[config.mk]
export PLATFORM = sky130hd
export DESIGN_NAME = bios_failover_ctrl
export DESIGN_NICKNAME = d
export VERILOG_FILES = /design/src/rtl/bios_failover_ctrl.sv
export SDC_FILE = /design/constraint.sdc
export NUM_CORES = 1
export LEC_CHECK = 0
export ABC_AREA = 1
export CORE_MARGIN = 2
export CORE_UTILIZATION = 50
export CTS_CLUSTER_SIZE = 12
export DETAILED_ROUTE_END_ITERATION = 12
export GPL_TIMING_DRIVEN = 0
export PLACE_DENSITY = 0.77
export SLEW_MARGIN = 20
export SYNTH_ARGS = -nofsm -noshare
export SYNTH_HDL_FRONTEND = slang
export SYNTH_SLANG_ARGS = --single-unit
[constraint.sdc]
create_clock -name Clk -period 2 [get_ports Clk]
set_input_delay 0.4 -clock Clk [delete_from_list [all_inputs] [get_ports Clk]]
set_output_delay 0.4 -clock Clk [all_outputs]
set_load 0.005 [all_outputs]
[src/rtl/bios_failover_ctrl.sv]
// Boot watchdog and dual-socket BIOS failover controller.
// Times POST, retries a failing socket, then swaps sockets or halts.
module bios_failover_ctrl #(
    parameter int WDT_WIDTH   = 16,
    parameter int WDT_TIMEOUT = 60000,
    parameter int MAX_RETRY   = 2
) (
    input  logic       Clk,
    input  logic       ResetN,
    input  logic       TickEn,
    input  logic       Pwr_ok,
    input  logic       PciRstN,
    input  logic       BootDone,
    input  logic       WdtDisable,
    input  logic       SelWrEn,
    input  logic       SelWrData,
    output logic       Active_Bios,
    output logic       Next_Bios,
    output logic [1:0] BootFail,
    output logic [1:0] RetryCnt,
    output logic       ForceRst,
    output logic [2:0] FsmState
);

    typedef enum logic [2:0] {
        ST_OFF  = 3'd0,
        ST_HOLD = 3'd1,
        ST_BOOT = 3'd2,
        ST_DONE = 3'd3,
        ST_FAIL = 3'd4,
        ST_HALT = 3'd5
    } state_t;

    localparam logic [WDT_WIDTH-1:0] WDT_LAST = WDT_WIDTH'(WDT_TIMEOUT - 1);
    localparam logic [WDT_WIDTH-1:0] WDT_MAX  = '1;

    state_t               state_q, state_d;
    logic                 active_q, active_d;
    logic                 next_q, next_d;
    logic [1:0]           fail_q, fail_d;
    logic [1:0]           retry_q, retry_d;
    logic [WDT_WIDTH-1:0] wdt_q, wdt_d;
    logic                 force_q, force_d;
    logic                 pci_q;

    logic       pci_rise;
    logic       wdt_tick;
    logic       wdt_expire;
    logic [2:0] retry_inc;
    logic       retry_exhaust;
    logic [1:0] fail_set;
    logic       will_halt;

    assign pci_rise      = PciRstN & ~pci_q;
    assign wdt_tick      = TickEn & ~WdtDisable;
    assign wdt_expire    = wdt_tick && (wdt_q == WDT_LAST);
    assign retry_inc     = {1'b0, retry_q} + 3'd1;
    assign retry_exhaust = retry_inc >= 3'(MAX_RETRY);
    assign fail_set      = fail_q | (active_q ? 2'b10 : 2'b01);
    // Retry and fail flags are stable from the timeout cycle through FAIL,
    // so the halt decision can be made one cycle early for ForceRst.
    assign will_halt     = retry_exhaust && (fail_set == 2'b11);

    always_ff @(posedge Clk or negedge ResetN) begin
        if (!ResetN) begin
            state_q <= ST_OFF;
        end else begin
            state_q <= state_d;
        end
    end

    always_comb begin
        state_d = state_q;
        if (!Pwr_ok) begin
            state_d = ST_OFF;
        end else begin
            unique case (state_q)
                ST_OFF:  state_d = ST_HOLD;
                ST_HOLD: if (pci_rise) state_d = ST_BOOT;
                ST_BOOT: begin
                    if (BootDone)        state_d = ST_DONE;
                    else if (wdt_expire) state_d = ST_FAIL;
                    else if (!PciRstN)   state_d = ST_HOLD;
                end
                ST_DONE: if (!PciRstN) state_d = ST_HOLD;
                ST_FAIL: state_d = will_halt ? ST_HALT : ST_HOLD;
                ST_HALT: state_d = ST_HALT;
                default: state_d = ST_OFF;
            endcase
        end
    end

    always_comb begin
        active_d = active_q;
        next_d   = next_q;
        fail_d   = fail_q;
        retry_d  = retry_q;
        wdt_d    = '0;
        force_d  = 1'b0;
        if (!Pwr_ok || state_q == ST_OFF) begin
            active_d = 1'b0;
            next_d   = 1'b0;
            retry_d  = 2'd0;
        end else begin
            if (SelWrEn) next_d = SelWrData;
            unique case (state_q)
                ST_HOLD: if (pci_rise) active_d = next_q;
                ST_BOOT: begin
                    if (!BootDone && !wdt_expire && PciRstN) begin
                        if (wdt_tick && wdt_q != WDT_MAX) wdt_d = wdt_q + 1'b1;
                        else                              wdt_d = wdt_q;
                    end
                    force_d = !BootDone && wdt_expire && !will_halt;
                end
                ST_DONE: begin
                    retry_d          = 2'd0;
                    fail_d[active_q] = 1'b0;
                end
                ST_FAIL: begin
                    if (!retry_exhaust) begin
                        retry_d = retry_q + 2'd1;
                    end else begin
                        fail_d  = fail_set;
                        retry_d = 2'd0;
                        next_d  = ~active_q;
                    end
                end
                default: begin
                end
            endcase
        end
    end

    always_ff @(posedge Clk or negedge ResetN) begin
        if (!ResetN) begin
            active_q <= 1'b0;
            next_q   <= 1'b0;
            fail_q   <= 2'b00;
            retry_q  <= 2'd0;
            wdt_q    <= '0;
            force_q  <= 1'b0;
            pci_q    <= 1'b1;
        end else begin
            active_q <= active_d;
            next_q   <= next_d;
            fail_q   <= fail_d;
            retry_q  <= retry_d;
            wdt_q    <= wdt_d;
            force_q  <= force_d;
            pci_q    <= PciRstN;
        end
    end

    assign Active_Bios = active_q;
    assign Next_Bios   = next_q;
    assign BootFail    = fail_q;
    assign RetryCnt    = retry_q;
    assign ForceRst    = force_q;
    assign FsmState    = state_q;

endmodule

==> results.json, run 1 <==
{
  "grt_max_degree": 28,
  "clkSinkCount": 27,
  "cts_inserted_buffers": 3,
  "start_kind": "input pin",
  "initial_utilization_pct": 53.3,
  "postRouteAntennaNets": 0,
  "die-height_um": 61.5,
  "postPlaceCellArea_um2": 1880,
  "irDropWorstVdd_uv": 249,
  "max_freq_mhz": 552,
  "ioPinCount": 19,
  "cp-end-kind": "flip-flop",
  "clockBufferDepth": 2,
  "period_needed_ns": 1.81,
  "syn-num-nets": 240,
  "syn-cell-area_um2": 1650,
  "synthMuxAreaShare_pct": 0.606,
  "drt_wl_total_mm": 3.39,
  "gp_congestion": 0.882,
  "p_sw_share_pct": 28.3,
  "p_sw_uw": 274,
  "synth_compound_area_share_pct": 13.6,
  "rsz0062_at_grt": "no",
  "timing.rr.end": "wdt_q[11]",
  "vias": 1535,
  "via_per_inst": 5.20,
  "worst_slack_ns": 0.189,
  "insertion_delay_ns": 0.35,
  "drt_iter0_markers": 89,
  "synth_cell_types": 33,
  "drc": 0,
  "syn_area_per_cell_um2": 7.22,
  "core_area_um2": 3100,
  "ctsHoldBuffers": 0,
  "setup_viol": 0,
  "cp.arrival_ns": 2.06,
  "synth_xor_xnor_area_share_pct": 0.530,
  "r2r_cells": 8,
  "p_per_area_nw_per_um2": 506,
  "synth_flop_cell": "dfrtp_1",
  "final_area_um2": 1910,
  "ys_seq_area_share_pct": 41.0,
  "dieArea_um2": 3780,
  "antenna_found_initial": 0,
  "fp-row-count": 20,
  "worst_slew_pin_slew_ns": 0.598,
  "p_comb_share_pct": 14.7,
  "grt_pass1_vias": 1296,
  "n_antenna_cell": 0,
  "grt_pass1_wl_mm": 5.58,
  "worstSetupPathType": "input pin to flip-flop",
  "io_buffers": 18,
  "tns_ns": 0,
  "post_cts_buffers": 0,
  "r2r_setup_slack_ns": 0.21,
  "htree_levels": 1,
  "clk_pin_slew_ns": 0.15,
  "die_x_um": 61.5,
  "synth_top_family_by_area": "simple AND/OR/NAND/NOR gates",
  "grt-ovfl-total": 0,
  "yosys.area_share.simple_pct": 34.0,
  "post_route_cells_drive_above_1_share_pct": 10.4,
  "maxCapViolCount": 0,
  "place_ws_ns": -0.190,
  "synth-async-reset-ratio_pct": 100,
  "nNetsFinal": 263,
  "clkPwrFrac_pct": 26.2,
  "globalRouteTotalUtil_pct": 19.5,
  "synthAdderAreaFrac_pct": 1.51,
  "cts-root-buf": "clkbuf_4",
  "status": "completed",
  "syn_inst": 229,
  "synth_edf_count": 0,
  "cts_resized": 0,
  "max-slew-margin-rel_pct": 60.1,
  "fin_crit_sh_pct": 90.6,
  "synth_seq_cells": 27,
  "p_total_uw": 968,
  "finalMaxSlewViolations": 0,
  "required_ns": 2.25,
  "fillers": 294,
  "drt_first_pass_iters": 4,
  "final_hold_viol_count": 0,
  "p_leak_uw": 0.000800,
  "yosysWarnings": 0,
  "dp_hpwl_mm": 2.60,
  "drt-wirelength-per-cell_um": 11.5,
  "p_int_uw": 694,
  "syn_to_final_growth_pct": 15.7,
  "cp_max_fo": 9,
  "clock_skew_ns": 0.00671,
  "hp-class": "input pin to async pin",
  "pwr-share-seq_pct": 59.0,
  "r2r-start": "wdt_q[0]",
  "cts_tree": "done"
}
## per-layer routing
metal	global-route usage (%)	part of all wire (%)
met1	30.1	50
met2	28.1	42
met3	1.89	5.9
met4	7.29	1.5
met5	0	0
## cells in the mapped netlist, types with 2 or more instances
cell / number / share of area, %
o21ai_1: 4 / 1.2
o31ai_1: 2 / 0.91
nor2_2: 2 / 0.76
inv_1: 32 / 7.3
nor3_1: 2 / 0.61
nor2_1: 36 / 8.2
or2_2: 2 / 0.76
nor2_4: 2 / 1.4
nand2_1: 46 / 10
nand2_2: 6 / 2.3
nand3_1: 21 / 6.4
dfrtp_1: 26 / 39
nor3b_1: 2 / 0.91
nand3_2: 2 / 1.2
a21oi_1: 16 / 4.8
o21ai_0: 10 / 3.0
ha_1: 2 / 1.5
## worst max-delay path, stage by stage
cell,delay [ns]
clkdlybuf4s50_1,0.45
inv_1,0.04
nor2_2,0.19
nand2_1,0.08
nor2_1,0.09
nand3_1,0.20
nand2_2,0.24
clkinv_2,0.17
o21ai_0,0.11
nor2_1,0.06
## area by class of cell
| class | count | area, um2 | share of cell area (%) |
|---|---|---|---|
| Timing Repair Buffer | 18 | 175 | 9.16 |
| Clock inverter | 1 | 7.51 | 0.392 |
| Inverter | 34 | 129 | 6.74 |
| Tap cell | 44 | 55.1 | 2.88 |
| Buffer | 2 | 16.3 | 0.850 |
| Clock buffer | 3 | 22.5 | 1.18 |
| Multi-Input combinational cell | 166 | 831 | 43.4 |
| Sequential cell | 27 | 677 | 35.4 |
## through the flow
| stage | std cells | util (%) | hold WS, ns |
|---|---|---|---|
| after CTS | 295 | 61.7 | 0.0539 |
| after global routing | 295 | 61.7 | 0.0793 |
| after floorplan | 229 | - | 0.104 |
| after global placement | 291 | 60.8 | 0.515 |
| final | 295 | 61.7 | 0.0333 |
| after detailed placement | 291 | 60.7 | 0.452 |
## state kept, by name, indices dropped and copies added (netlist names), named ones only
signal	flops
ForceRst	1
Next_Bios	1
RetryCnt	2
wdt_q	16
pci_q	1
Active_Bios	1
FsmState	3
## logic make-up (layout without fill, tap and decap cells)
family	after synthesis	in the layout
AND/OR/NAND/NOR	124	124
flip-flops	27	27
buffers and inverters	36	58
AO/OA/AOI/OAI	38	38
adder cells (fa/ha/maj)	2	2
multiplexers	1	1
XOR/XNOR	1	1
## worst max-delay path by stage
stage | from | endpoint | slack [ns] | cells after the start
finish | TickEn | wdt_q[11] | 0.19 | 10
global route | TickEn | wdt_q[12] | 0.07 | 10
detailed placement | TickEn | wdt_q[11] | -0.19 | 10
global placement | TickEn | wdt_q[2] | -0.18 | 10
floorplan | wdt_q[0] | wdt_q[13] | 0.45 | 9
CTS | TickEn | wdt_q[11] | 0.18 | 10
## cells in the final DEF (no fill, tap or decap), types with 2 or more instances in the layout
| cell | instances |
|---|---|
| nand3_2 | 2 |
| nand3_1 | 21 |
| nor2_4 | 2 |
| nor2_2 | 2 |
| dfrtp_1 | 26 |
| nand2_1 | 46 |
| or2_2 | 2 |
| nor2_1 | 36 |
| o31ai_1 | 2 |
| a21oi_1 | 16 |
| ha_1 | 2 |
| o21ai_0 | 10 |
| clkbuf_4 | 3 |
| clkdlybuf4s50_1 | 17 |
| nor3_1 | 2 |
| nand2_2 | 6 |
| buf_2 | 2 |
| o21ai_1 | 4 |
| nor3b_1 | 2 |
| inv_1 | 32 |
## power by group through the flow
stage | Combinational (uW) | Sequential (uW) | Clock (uW)
final | 143 | 571 | 254
after global routing | 162 | 574 | 286
after CTS | 144 | 571 | 266
after detailed placement | 143 | 581 | 0
after global placement | 143 | 581 | 0
after floorplan | 79.6 | 580 | 0
(Power assumes the default switching activity.)
==> run 2: changes to the inputs <==
--- a/config.mk
+++ b/config.mk
@@ -8,6 +8,7 @@
 export ABC_AREA = 1
 export CORE_MARGIN = 2
 export CORE_UTILIZATION = 50
+export CTS_CLUSTER_DIAMETER = 50
 export CTS_CLUSTER_SIZE = 12
 export DETAILED_ROUTE_END_ITERATION = 12
 export GPL_TIMING_DRIVEN = 0
==> results of run 2 <==
Same layout as run 1: the final DEF is identical, and so are final timing and power.
==> run 3: changes to the inputs <==
--- a/config.mk
+++ b/config.mk
@@ -8,6 +8,7 @@
 export ABC_AREA = 1
 export CORE_MARGIN = 2
 export CORE_UTILIZATION = 50
+export CTS_BUF_LIST = sky130_fd_sc_hd__clkbuf_16
 export CTS_CLUSTER_DIAMETER = 50
 export CTS_CLUSTER_SIZE = 12
 export DETAILED_ROUTE_END_ITERATION = 12
==> results.json, run 3 (synthesis results as in run 1) <==
{
  "grt_pass1_vias": 1335,
  "required_ns": 2.16,
  "globalRouteTotalUtil_pct": 20.2,
  "setup_viol": 0,
  "clk_pin_slew_ns": 0.07,
  "finalMaxSlewViolations": 0,
  "die-height_um": 61.5,
  "p_leak_uw": 0.000824,
  "dp.cells": 291,
  "fp-row-count": 20,
  "cts_inserted_buffers": 3,
  "clkSinkCount": 27,
  "r2r_cells": 9,
  "hp-class": "input pin to async pin",
  "io_buffers": 18,
  "nNetsFinal": 263,
  "cts_tree": "done",
  "maxCapViolCount": 0,
  "period_needed_ns": 1.83,
  "final_hold_viol_count": 0,
  "ioPinCount": 19,
  "grt_max_degree": 28,
  "drt_iter0_markers": 85,
  "dp_hpwl_mm": 2.60,
  "gp_congestion": 0.882,
  "dieArea_um2": 3780,
  "clockBufferDepth": 2,
  "regMostFlops": "wdt_q",
  "grt_pass1_wl_mm": 5.73,
  "final_common_cell": "nand2_1",
  "drt-wirelength-per-cell_um": 11.9,
  "status": "completed",
  "die_x_um": 61.5,
  "drt_wl_total_mm": 3.50,
  "via_per_inst": 5.21,
  "cp-end-kind": "flip-flop",
  "worst_slew_pin_slew_ns": 0.593,
  "syn_to_final_growth_pct": 19.5,
  "max_freq_mhz": 548,
  "post_route_cells_drive_above_1_share_pct": 10.8,
  "final_cell_mix": "nand2_1 (46), nor2_1 (36), inv_1 (32), dfrtp_1 (26), nand3_1 (20)",
  "max-slew-margin-rel_pct": 60.4,
  "start_kind": "input pin",
  "clock_skew_ns": 0.00320,
  "worstSetupPathType": "input pin to flip-flop",
  "insertion_delay_ns": 0.27,
  "cts-root-buf": "clkbuf_16",
  "htree_levels": 1,
  "cp.arrival_ns": 1.98,
  "drc": 0,
  "irDropWorstVdd_uv": 310,
  "n_antenna_cell": 0,
  "fin_crit_sh_pct": 91.3,
  "grt-ovfl-total": 0,
  "postRouteAntennaNets": 0,
  "largest_register_ffs": 16,
  "initial_utilization_pct": 53.3,
  "fin_util_pct": 63.7,
  "ctsHoldBuffers": 0,
  "p_per_area_nw_per_um2": 599,
  "cp_max_fo": 9,
  "antenna_found_initial": 0,
  "rsz0062_at_grt": "no",
  "instances_no_fill": 295,
  "holdWs_ns": 0.132,
  "core_area_um2": 3100,
  "drt_first_pass_iters": 4,
  "vias": 1538
}
==> run 3: path summary, 6_finish.rpt <==
| check | endpoint | slack, ns | startpoint |
|---|---|---|---|
| worst max-delay path | wdt_q[12] | 0.17 | TickEn |
| worst min-delay path | wdt_q[1] | 0.13 | ResetN |
| worst max register to register | wdt_q[13] | 0.26 | wdt_q[0] |
| worst min register to register | flip-flop | 0.55 | Active_Bios |
| max in group asynchronous | RetryCnt[0] | 1.48 | ResetN |
| min in group Clk | flip-flop | 0.55 | Active_Bios |
==> run 3: repair_timing <==
action	in CTS	in global routing
setup buffers	0	0
setup endpoints to repair	0	9
gates resized for setup	0	2
==> run 3: layout make-up <==
cell class              count  area, um2
multi-input cells         166        841
repair buffers             18        175
clock inverters             1       7.51
well taps                  44       55.1
fillers                   285       1130
clock buffers               3       75.1
plain buffers               2       16.3
flip-flops and latches     27        677
inverters                  34        129
==> run 3: per-layer routing <==
layer	share of wire (%)	vias up	track usage, %
met3	4.7	5	2.94
met4	1.6	0	8.81
li1	-	784	-
met2	44	41	29.3
met5	0	-	0
met1	50	708	29.7
==> run 3: worst max-delay path, cell delays in order <==
cell,delay (ns)
clkdlybuf4s50_1,0.45
inv_1,0.04
nor2_2,0.20
nand2_1,0.09
nor2_1,0.12
nand3_2,0.17
nand2_4,0.17
clkinv_2,0.16
o21ai_1,0.11
nor2_1,0.06
==> run 3: power by group <==
| part | internal [uW] | total, uW | switching (uW) |
|---|---|---|---|
| Sequential | 557 | 571 | 13.9 |
| Combinational | 59.4 | 143 | 83.3 |
| Clock | 272 | 470 | 198 |
==> run 3: stage by stage <==
| step | setup TNS [ns] | power [uW] | setup slack (ns) | area (um2) |
|---|---|---|---|---|
| after floorplan | 0 | 659 | 0.448 | 1650 |
| after global placement | -1.52 | 725 | -0.183 | 1890 |
| after detailed placement | -1.62 | 725 | -0.190 | 1880 |
| after CTS | 0 | 1190 | 0.0768 | 1970 |
| after global routing | 0 | 1230 | 0.0644 | 1980 |
| final | 0 | 1180 | 0.174 | 1980 |
